--- src/rtl/fsm_vector_sweeper_if.sv ---
// rtl/fsm_vector_sweeper_if.sv - configuration, sweep control and FSM drive/check signals of the vector sweeper
interface fsm_vector_sweeper_if;
   logic       cfg_we;
   logic [1:0] cfg_state;
   logic [1:0] cfg_in;
   logic [1:0] cfg_ns;
   logic       cfg_out_we;
   logic [3:0] cfg_out;
   logic       start;
   logic [3:0] dut_out;
   logic [1:0] in;
   logic [1:0] cs;
   logic [1:0] ns;
   logic [3:0] exp_out;
   logic       busy;
   logic       done;
   logic       pass;
   logic [4:0] err_cnt;
   logic       err_valid;
   logic [3:0] first_err_idx;

   modport master (
      output cfg_we, cfg_state, cfg_in, cfg_ns, cfg_out_we, cfg_out, start, dut_out,
      input  in, cs, ns, exp_out, busy, done, pass, err_cnt, err_valid, first_err_idx
   );

   modport slave (
      input  cfg_we, cfg_state, cfg_in, cfg_ns, cfg_out_we, cfg_out, start, dut_out,
      output in, cs, ns, exp_out, busy, done, pass, err_cnt, err_valid, first_err_idx
   );
endinterface

--- src/rtl/fsm_vector_sweeper.sv ---
// rtl/fsm_vector_sweeper.sv - sweeps all 16 (state, input) vectors into a Moore FSM and checks its output
module fsm_vector_sweeper #(
   parameter int SETTLE = 1
) (
   input  logic               clk,
   input  logic               reset,
   fsm_vector_sweeper_if.slave bus
);
   typedef enum logic [1:0] {IDLE, HOLD, CHECK, DONE} state_t;

   localparam logic [3:0] SETTLE_LAST = 4'(SETTLE - 1);

   state_t     state;
   logic [1:0] ns_tab [0:15];
   logic [3:0] out_tab [0:3];
   logic [3:0] idx;
   logic [3:0] settle_cnt;
   logic [3:0] nxt_idx;

   logic [1:0] in_r;
   logic [1:0] cs_r;
   logic [1:0] ns_r;
   logic [3:0] exp_out_r;
   logic       busy_r;
   logic       done_r;
   logic [4:0] err_cnt_r;
   logic       err_valid_r;
   logic [3:0] first_err_idx_r;

   // Vector about to be driven: 0 on a fresh start, idx+1 when leaving CHECK.
   assign nxt_idx = (state == CHECK) ? idx + 4'd1 : 4'd0;

   always_ff @(posedge clk) begin
      if (!reset) begin
         state           <= IDLE;
         idx             <= '0;
         settle_cnt      <= '0;
         in_r            <= '0;
         cs_r            <= '0;
         ns_r            <= '0;
         exp_out_r       <= '0;
         busy_r          <= 1'b0;
         done_r          <= 1'b0;
         err_cnt_r       <= '0;
         err_valid_r     <= 1'b0;
         first_err_idx_r <= '0;
         for (int i = 0; i < 16; i++) ns_tab[i] <= '0;
         for (int i = 0; i < 4; i++) out_tab[i] <= '0;
      end else begin
         case (state)
            IDLE, DONE: begin
               if (bus.cfg_we) begin
                  ns_tab[{bus.cfg_state, bus.cfg_in}] <= bus.cfg_ns;
                  if (bus.cfg_out_we) out_tab[bus.cfg_state] <= bus.cfg_out;
               end else if (bus.start) begin
                  state           <= HOLD;
                  idx             <= nxt_idx;
                  settle_cnt      <= '0;
                  cs_r            <= nxt_idx[3:2];
                  in_r            <= nxt_idx[1:0];
                  ns_r            <= ns_tab[nxt_idx];
                  exp_out_r       <= out_tab[nxt_idx[3:2]];
                  busy_r          <= 1'b1;
                  done_r          <= 1'b0;
                  err_cnt_r       <= '0;
                  err_valid_r     <= 1'b0;
                  first_err_idx_r <= '0;
               end
            end
            HOLD: begin
               if (settle_cnt == SETTLE_LAST) state <= CHECK;
               else settle_cnt <= settle_cnt + 4'd1;
            end
            CHECK: begin
               if (bus.dut_out != exp_out_r) begin
                  err_cnt_r <= err_cnt_r + 5'd1;
                  if (!err_valid_r) begin
                     err_valid_r     <= 1'b1;
                     first_err_idx_r <= idx;
                  end
               end
               if (idx == 4'd15) begin
                  state  <= DONE;
                  busy_r <= 1'b0;
                  done_r <= 1'b1;
               end else begin
                  state      <= HOLD;
                  idx        <= nxt_idx;
                  settle_cnt <= '0;
                  cs_r       <= nxt_idx[3:2];
                  in_r       <= nxt_idx[1:0];
                  ns_r       <= ns_tab[nxt_idx];
                  exp_out_r  <= out_tab[nxt_idx[3:2]];
               end
            end
            default: state <= IDLE;
         endcase
      end
   end

   assign bus.in            = in_r;
   assign bus.cs            = cs_r;
   assign bus.ns            = ns_r;
   assign bus.exp_out       = exp_out_r;
   assign bus.busy          = busy_r;
   assign bus.done          = done_r;
   assign bus.pass          = done_r && (err_cnt_r == 5'd0);
   assign bus.err_cnt       = err_cnt_r;
   assign bus.err_valid     = err_valid_r;
   assign bus.first_err_idx = first_err_idx_r;
endmodule

--- src/flat_wrapper.sv ---
// flat-port wrapper written by rule: the top's interface ports become plain ports
module fsm_vector_sweeper_flat 
#(
   parameter int SETTLE = 1
)
  (clk, reset, bus_cfg_we, bus_cfg_state, bus_cfg_in, bus_cfg_ns, bus_cfg_out_we, bus_cfg_out, bus_start, bus_dut_out, bus_in, bus_cs, bus_ns, bus_exp_out, bus_busy, bus_done, bus_pass, bus_err_cnt, bus_err_valid, bus_first_err_idx);
  fsm_vector_sweeper_if bus_i ();
  input  logic clk;
  input  logic reset;
  input wire logic [$bits(bus_i.cfg_we)-1:0] bus_cfg_we;
  input wire logic [$bits(bus_i.cfg_state)-1:0] bus_cfg_state;
  input wire logic [$bits(bus_i.cfg_in)-1:0] bus_cfg_in;
  input wire logic [$bits(bus_i.cfg_ns)-1:0] bus_cfg_ns;
  input wire logic [$bits(bus_i.cfg_out_we)-1:0] bus_cfg_out_we;
  input wire logic [$bits(bus_i.cfg_out)-1:0] bus_cfg_out;
  input wire logic [$bits(bus_i.start)-1:0] bus_start;
  input wire logic [$bits(bus_i.dut_out)-1:0] bus_dut_out;
  output wire logic [$bits(bus_i.in)-1:0] bus_in;
  output wire logic [$bits(bus_i.cs)-1:0] bus_cs;
  output wire logic [$bits(bus_i.ns)-1:0] bus_ns;
  output wire logic [$bits(bus_i.exp_out)-1:0] bus_exp_out;
  output wire logic [$bits(bus_i.busy)-1:0] bus_busy;
  output wire logic [$bits(bus_i.done)-1:0] bus_done;
  output wire logic [$bits(bus_i.pass)-1:0] bus_pass;
  output wire logic [$bits(bus_i.err_cnt)-1:0] bus_err_cnt;
  output wire logic [$bits(bus_i.err_valid)-1:0] bus_err_valid;
  output wire logic [$bits(bus_i.first_err_idx)-1:0] bus_first_err_idx;
  assign bus_i.cfg_we = bus_cfg_we;
  assign bus_i.cfg_state = bus_cfg_state;
  assign bus_i.cfg_in = bus_cfg_in;
  assign bus_i.cfg_ns = bus_cfg_ns;
  assign bus_i.cfg_out_we = bus_cfg_out_we;
  assign bus_i.cfg_out = bus_cfg_out;
  assign bus_i.start = bus_start;
  assign bus_i.dut_out = bus_dut_out;
  assign bus_in = bus_i.in;
  assign bus_cs = bus_i.cs;
  assign bus_ns = bus_i.ns;
  assign bus_exp_out = bus_i.exp_out;
  assign bus_busy = bus_i.busy;
  assign bus_done = bus_i.done;
  assign bus_pass = bus_i.pass;
  assign bus_err_cnt = bus_i.err_cnt;
  assign bus_err_valid = bus_i.err_valid;
  assign bus_first_err_idx = bus_i.first_err_idx;
  fsm_vector_sweeper #(.SETTLE(SETTLE)) u_core (.clk(clk), .reset(reset), .bus(bus_i));
endmodule
--- config.mk ---
export PLATFORM = sky130hd
export DESIGN_NAME = fsm_vector_sweeper_flat
export DESIGN_NICKNAME = d
export VERILOG_FILES = /design/src/rtl/fsm_vector_sweeper_if.sv /design/src/rtl/fsm_vector_sweeper.sv /design/src/flat_wrapper.sv
export SDC_FILE = /design/constraint.sdc
export NUM_CORES = 1
export LEC_CHECK = 0
export ABC_AREA = 1
export CAP_MARGIN = 10
export CORE_ASPECT_RATIO = 0.5
export CORE_MARGIN = 1
export CORE_UTILIZATION = 35
export DETAILED_ROUTE_END_ITERATION = 10
export MAX_ROUTING_LAYER = met4
export PLACE_DENSITY = 0.55
export SYNTH_ARGS = -nofsm -noshare
export SYNTH_HDL_FRONTEND = slang
export SYNTH_SLANG_ARGS = --single-unit
--- constraint.sdc ---
create_clock -name clk -period 2.45 [get_ports clk]
set_input_delay 0.6125 -clock clk [delete_from_list [all_inputs] [get_ports clk]]
set_output_delay 0.6125 -clock clk [all_outputs]
set_load 0.02 [all_outputs]
**Yosys cells after proc, flatten, opt, wreduce, memory -nomap -nowiden**

Memories as Yosys holds them, arrays and structs flattened.
Cells that the tools add are included.

- Bits of input ports: 19
- Bits in writable memories: 48
- Output and inout port bits: 23
- Memories: 2
- Register bits after elaboration: 32
- Logic and storage cells: 108

Memories:

| name | depth | bits a word | read ports | clocked after memory_dff | write ports | RTL line | RTL |
|---|---|---|---|---|---|---|---|
| u_core.ns_tab | 16 | 2 | 1 | 0 | 16 | fsm_vector_sweeper.sv:14 | `logic [1:0] ns_tab [0:15];` |
| u_core.out_tab | 4 | 4 | 1 | 0 | 4 | fsm_vector_sweeper.sv:15 | `logic [3:0] out_tab [0:3];` |

- Reductions and logical operators: 14
- Eq/ne operators: 13
- Add/sub/neg operators: 3
- Mux-type cells: 64

Operator list:

| kind | number |
|---|---|
| 4-bit 2-to-1 mux | 15 |
| 2-bit 2-to-1 mux | 15 |
| 4-bit case mux with 2 select lines | 3 |
| 1-bit 2-to-1 mux | 19 |
| 4-bit AND reduction | 4 |
| 5-bit 2-to-1 mux | 3 |
| 2-bit != test (second input constant) | 7 |
| 2-bit case mux with 2 select lines | 3 |
| 4-bit case mux with 3 select lines | 1 |
| 5-bit case mux with 2 select lines | 1 |
| 4-bit by 1-bit adder with 4-bit output (second input constant) | 2 |
| 1-bit case mux with 2 select lines | 3 |
| 2-bit case mux with 3 select lines | 1 |
| 5-bit by 1-bit adder with 5-bit output (second input constant) | 1 |
| 5-bit logical NOT | 1 |
| 5-bit AND reduction | 1 |
| 2-bit equality test (second input constant) | 2 |
| 4-bit equality test (second input constant) | 1 |
| 4-bit logical NOT | 1 |
| 4-bit != test | 1 |
| 2-bit OR reduction | 2 |
| 4-bit OR reduction | 1 |
| 3-bit AND reduction | 1 |
| 2-bit by 1-bit equality test with 1-bit output (second input constant) | 1 |
| 4 further kinds | 4 |

**Logic depth before layout (Yosys ltp)**

- Depth in word-level cells: 7
- Mapped depth: 13
- Mapped depth without buffers: 11

**Worst setup path before layout**

No wires, ideal clock.

- Path type: register -> output
- Start: register u_core.err_cnt_r[0], in the netlist u_core.bus.err_cnt[0]
- End: output port bus_pass
- Path buffers: 0
- Data required time: 1.837 ns
- Slack: 0.538 ns
- Data arrival time: 1.299 ns
- Stages on the path, launching flop included: 5
- Cells stage by stage: dfxtp_1 > inv_1 > ha_1 > nand2_1 > nor4_1

- Cells in the longest elaborated chain, start to end: 2

RTL lines:

| item | RTL line | RTL |
|---|---|---|
| start: declaration | fsm_vector_sweeper.sv:26 | `logic [4:0] err_cnt_r;` |
| start signal: assignment | fsm_vector_sweeper.sv:76 | `err_cnt_r <= err_cnt_r + 5'd1;` |
| 5-bit logical NOT | fsm_vector_sweeper.sv:107 | `assign bus.pass = done_r && (err_cnt_r == 5'd0);` |
| 1-bit logical AND | fsm_vector_sweeper.sv:107 |  |
| end: declaration | flat_wrapper.sv:24 | `output wire logic [$bits(bus_i.pass)-1:0] bus_pass;` |

Every way passes these cells.

**Final worst setup path**

Same ends and word-level chain as after synthesis.

==> impl_metrics.ini <==
[critical_path]
cp.required_ps = 1840
cp-end-kind = output pin
cp_slowest_cell = dfxtp_1
r2r_end = u_core.bus.ns[1]
crit_type = register to output pin
crit_family = buffers and inverters
cp_data_arrival_time_ps = 1510
r2r-start = u_core.state[0]
cp-start-kind = register
reg2reg_slack_ps = 380
path_buf_inv = 2
cp_max_fo = 5
r2r_cells = 12
slowest_delay_ps = 360
path_cells = inv_1 -> ha_1 -> nand2_1 -> nor4_1 -> dlygate4sd2_1

[synth]
synth_edf_count = 48
synth_top_cells_by_count = 127 x nand2_1, 86 x nor2_1, 67 x inv_1, 48 x edfxtp_1, 41 x nand3_1
yosysSeqAreaShare = 0.5025
synthCells = 502
ys_types = 36
yosysMostFrequentCell = nand2_1
netlist_area_um2 = 3984
yosys.area.top_type = edfxtp_1
synthArstFlopShare = 0
yosysTopAreaCellShare = 0.3618
synth.area.top_cells = edfxtp_1 36%, dfxtp_1 14%, nand2_1 12%, nor2_1 8.1%, inv_1 6.3%
ys.warnings.count = 0
syn_avg_cell_area_um2 = 7.936
synth_flop_cell = edfxtp_1
ys_seq_elements = 76
syn-num-nets = 529

[cts]
numCtsBuffers = 9
tritoncts = built
h-tree-depth = 3
cts.sinks = 76
clk_root_buffer_cell = clkbuf_16
clk-insertion-delay-late_ps = 340
path_clk_slew_ps = 60
ctsLongestPathBuffers = 2
cts_setup_buffers = 0

[die]
start_util = 0.3606
die-height_um = 77.44
die_w_um = 152.9
core_um2 = 11050
ios = 42
fp.dieArea_um2 = 11840
num_rows = 27

[sta]
period_share = 0.8680
worst_slew_pin_slew_ps = 698.0
fin_hold_ws_ps = 488.8
finalSetupTns_ps = 0
hold_viol = 0
max_freq_ghz = 0.4702
fin_crit_ps = 2127
timing.final.max_slew_violations = 0
clock_skew_ps = 6.361
maxSlewHeadroom = 0.5297
grt_setup_unrepaired = false
setup_viol = 0

[min_path]
worstHoldPathCells = 2
worstHoldEndpoint = u_core.bus.first_err_idx[1]
hold_start = u_core.bus.first_err_idx[1]
hp-class = register to register

[power]
power_density_nw_per_um2 = 983.0
ir_drop_mv = 0.3487
static-leakage-power_nw = 2.147

[route]
first_iter_violations = 207
wl_per_cell_um = 13.20
avgViaCountPerCell = 4.617
drc = 0
ant_nets = 0
wirelength_um = 9269
routed-via-count = 3241
drt-pass1-iter-count = 5

[global_routing]
grt-ovfl-total = 0
grt_max_degree = 32
grt_pass1_vias = 3088
gr-usage-all-layers = 0.1727
antenna_found_initial = 0
grt_pass1_wl_um = 15300

[flow_run]
drv_cap = 0

[placement]
port_buffers = 41
place_hpwl_um = 6711
place.gp.congestion = 0.7726

[layout]
diodes = 0
nets = 579
syn_to_final_growth_pct = 23.46
fillers = 1109
final_layout_size_suffix_gt1_frac = 0.09515

[status]
run_status = completed
cell families after synthesis:
family                   share of synthesized area
AND/OR/NAND/NOR                             0.3015
buffers and inverters                      0.09202
flip-flops                                  0.5025
AO/OA/AOI/OAI                              0.07004
adder cells (fa/ha/maj)                    0.02513
XOR/XNOR                                  0.008796
cell usage in the layout (no fill, tap or decap), types with 3 or more instances in the layout:
master,netlist,final
nor3_1,6,6
clkbuf_16,0,9
nand2_2,3,3
inv_2,8,8
nor2_1,86,86
buf_4,4,12
edfxtp_1,48,48
o211ai_1,3,3
nand3_1,41,41
o21ai_1,4,4
a21oi_1,18,18
dfxtp_1,28,28
nand2_1,127,127
ha_1,8,8
inv_1,67,67
bufinv_16,0,3
o21ai_0,12,12
clkdlybuf4s50_1,0,40
a211oi_1,3,3
repair_timing:
action	CTS	global route
hold endpoints to repair	0	0
endpoints found under the setup margin	1	0
gates resized for setup	1	0
hold buffers	0	0
registers in the layout (all words and copies together) (netlist names):
| signal | count |
|---|---|
| u_core.ns_tab | 32 |
| u_core.out_tab | 16 |
| u_core.bus.err_cnt | 5 |
| u_core.bus.exp_out | 4 |
| u_core.bus.first_err_idx | 4 |
| u_core.settle_cnt | 4 |
| u_core.bus.cs | 2 |
| u_core.bus.ns | 2 |
| u_core.state | 2 |
| u_core.bus.busy | 1 |
| u_core.bus.done | 1 |
| u_core.bus.err_valid | 1 |
| u_core.bus.in | 1 |
| u_core.idx | 1 |
worst max-delay path by stage:
stage | from | end | slack, ps | cells past startpoint
global placement | bus_cfg_we | u_core.ns_tab[10][0] | 130 | 7
global route | u_core.state[0] | u_core.bus.exp_out[1] | 120 | 12
floorplan | u_core.bus.err_cnt[0] | bus_pass | 540 | 4
detailed placement | bus_cfg_we | u_core.ns_tab[14][0] | 80 | 7
finish | u_core.bus.err_cnt[0] | bus_pass | 320 | 5
CTS | u_core.bus.err_cnt[0] | bus_pass | 300 | 5
layer usage:
metal  vias to the layer above  track usage  wire length (um)
met5                         -            -                 0
li1                       1705            -                 -
met1                      1461       0.2149              4677
met3                        14      0.04134               339
met4                         0      0.06061               211
met2                        61       0.2766              4040
layout make-up:
type / count / area (um^2) / share of cell area
multi-input cells: 336 / 1615 / 0.3284
clock buffers: 11 / 232.7 / 0.04732
repair buffers: 53 / 499.2 / 0.1015
flip-flops and latches: 76 / 2002 / 0.4070
inverters: 76 / 287.8 / 0.05851
well taps: 145 / 181.4 / 0.03689
clock inverters: 5 / 100.1 / 0.02035
worst register-to-register path: stages, from the launching register on:
cell and delay, ps:
dfxtp_1 330, inv_1 60, ha_1 380, buf_4 220, nand2_1 60, nor2_1 90
nor2_1 50, nor2_2 300, inv_2 170, nand3_1 130, nand3_1 80, nand2_1 60
inv_1 30
report_power, final:
group	leakage, nW	internal, mW	switching [mW]
sequential	0.726	1.55	0.144
combinational	1.26	0.608	1.03
clock	0.163	0.992	0.510
through the flow:
stage          utilization  instances  instance area (um^2)  power (mW)  setup slack [ps]
6_report            0.4452        702                  4918       4.835             323.4
5_1_grt             0.4452        702                  4918       5.125             122.5
4_1_cts             0.4452        702                  4918       4.867             297.8
3_5_place_dp        0.4152        686                  4587       3.360             80.98
3_3_place_gp        0.4152        686                  4587       3.359             134.7
2_1_floorplan            -        502                  3984       2.834             538.2
Power figures use the tool's default switching activity.
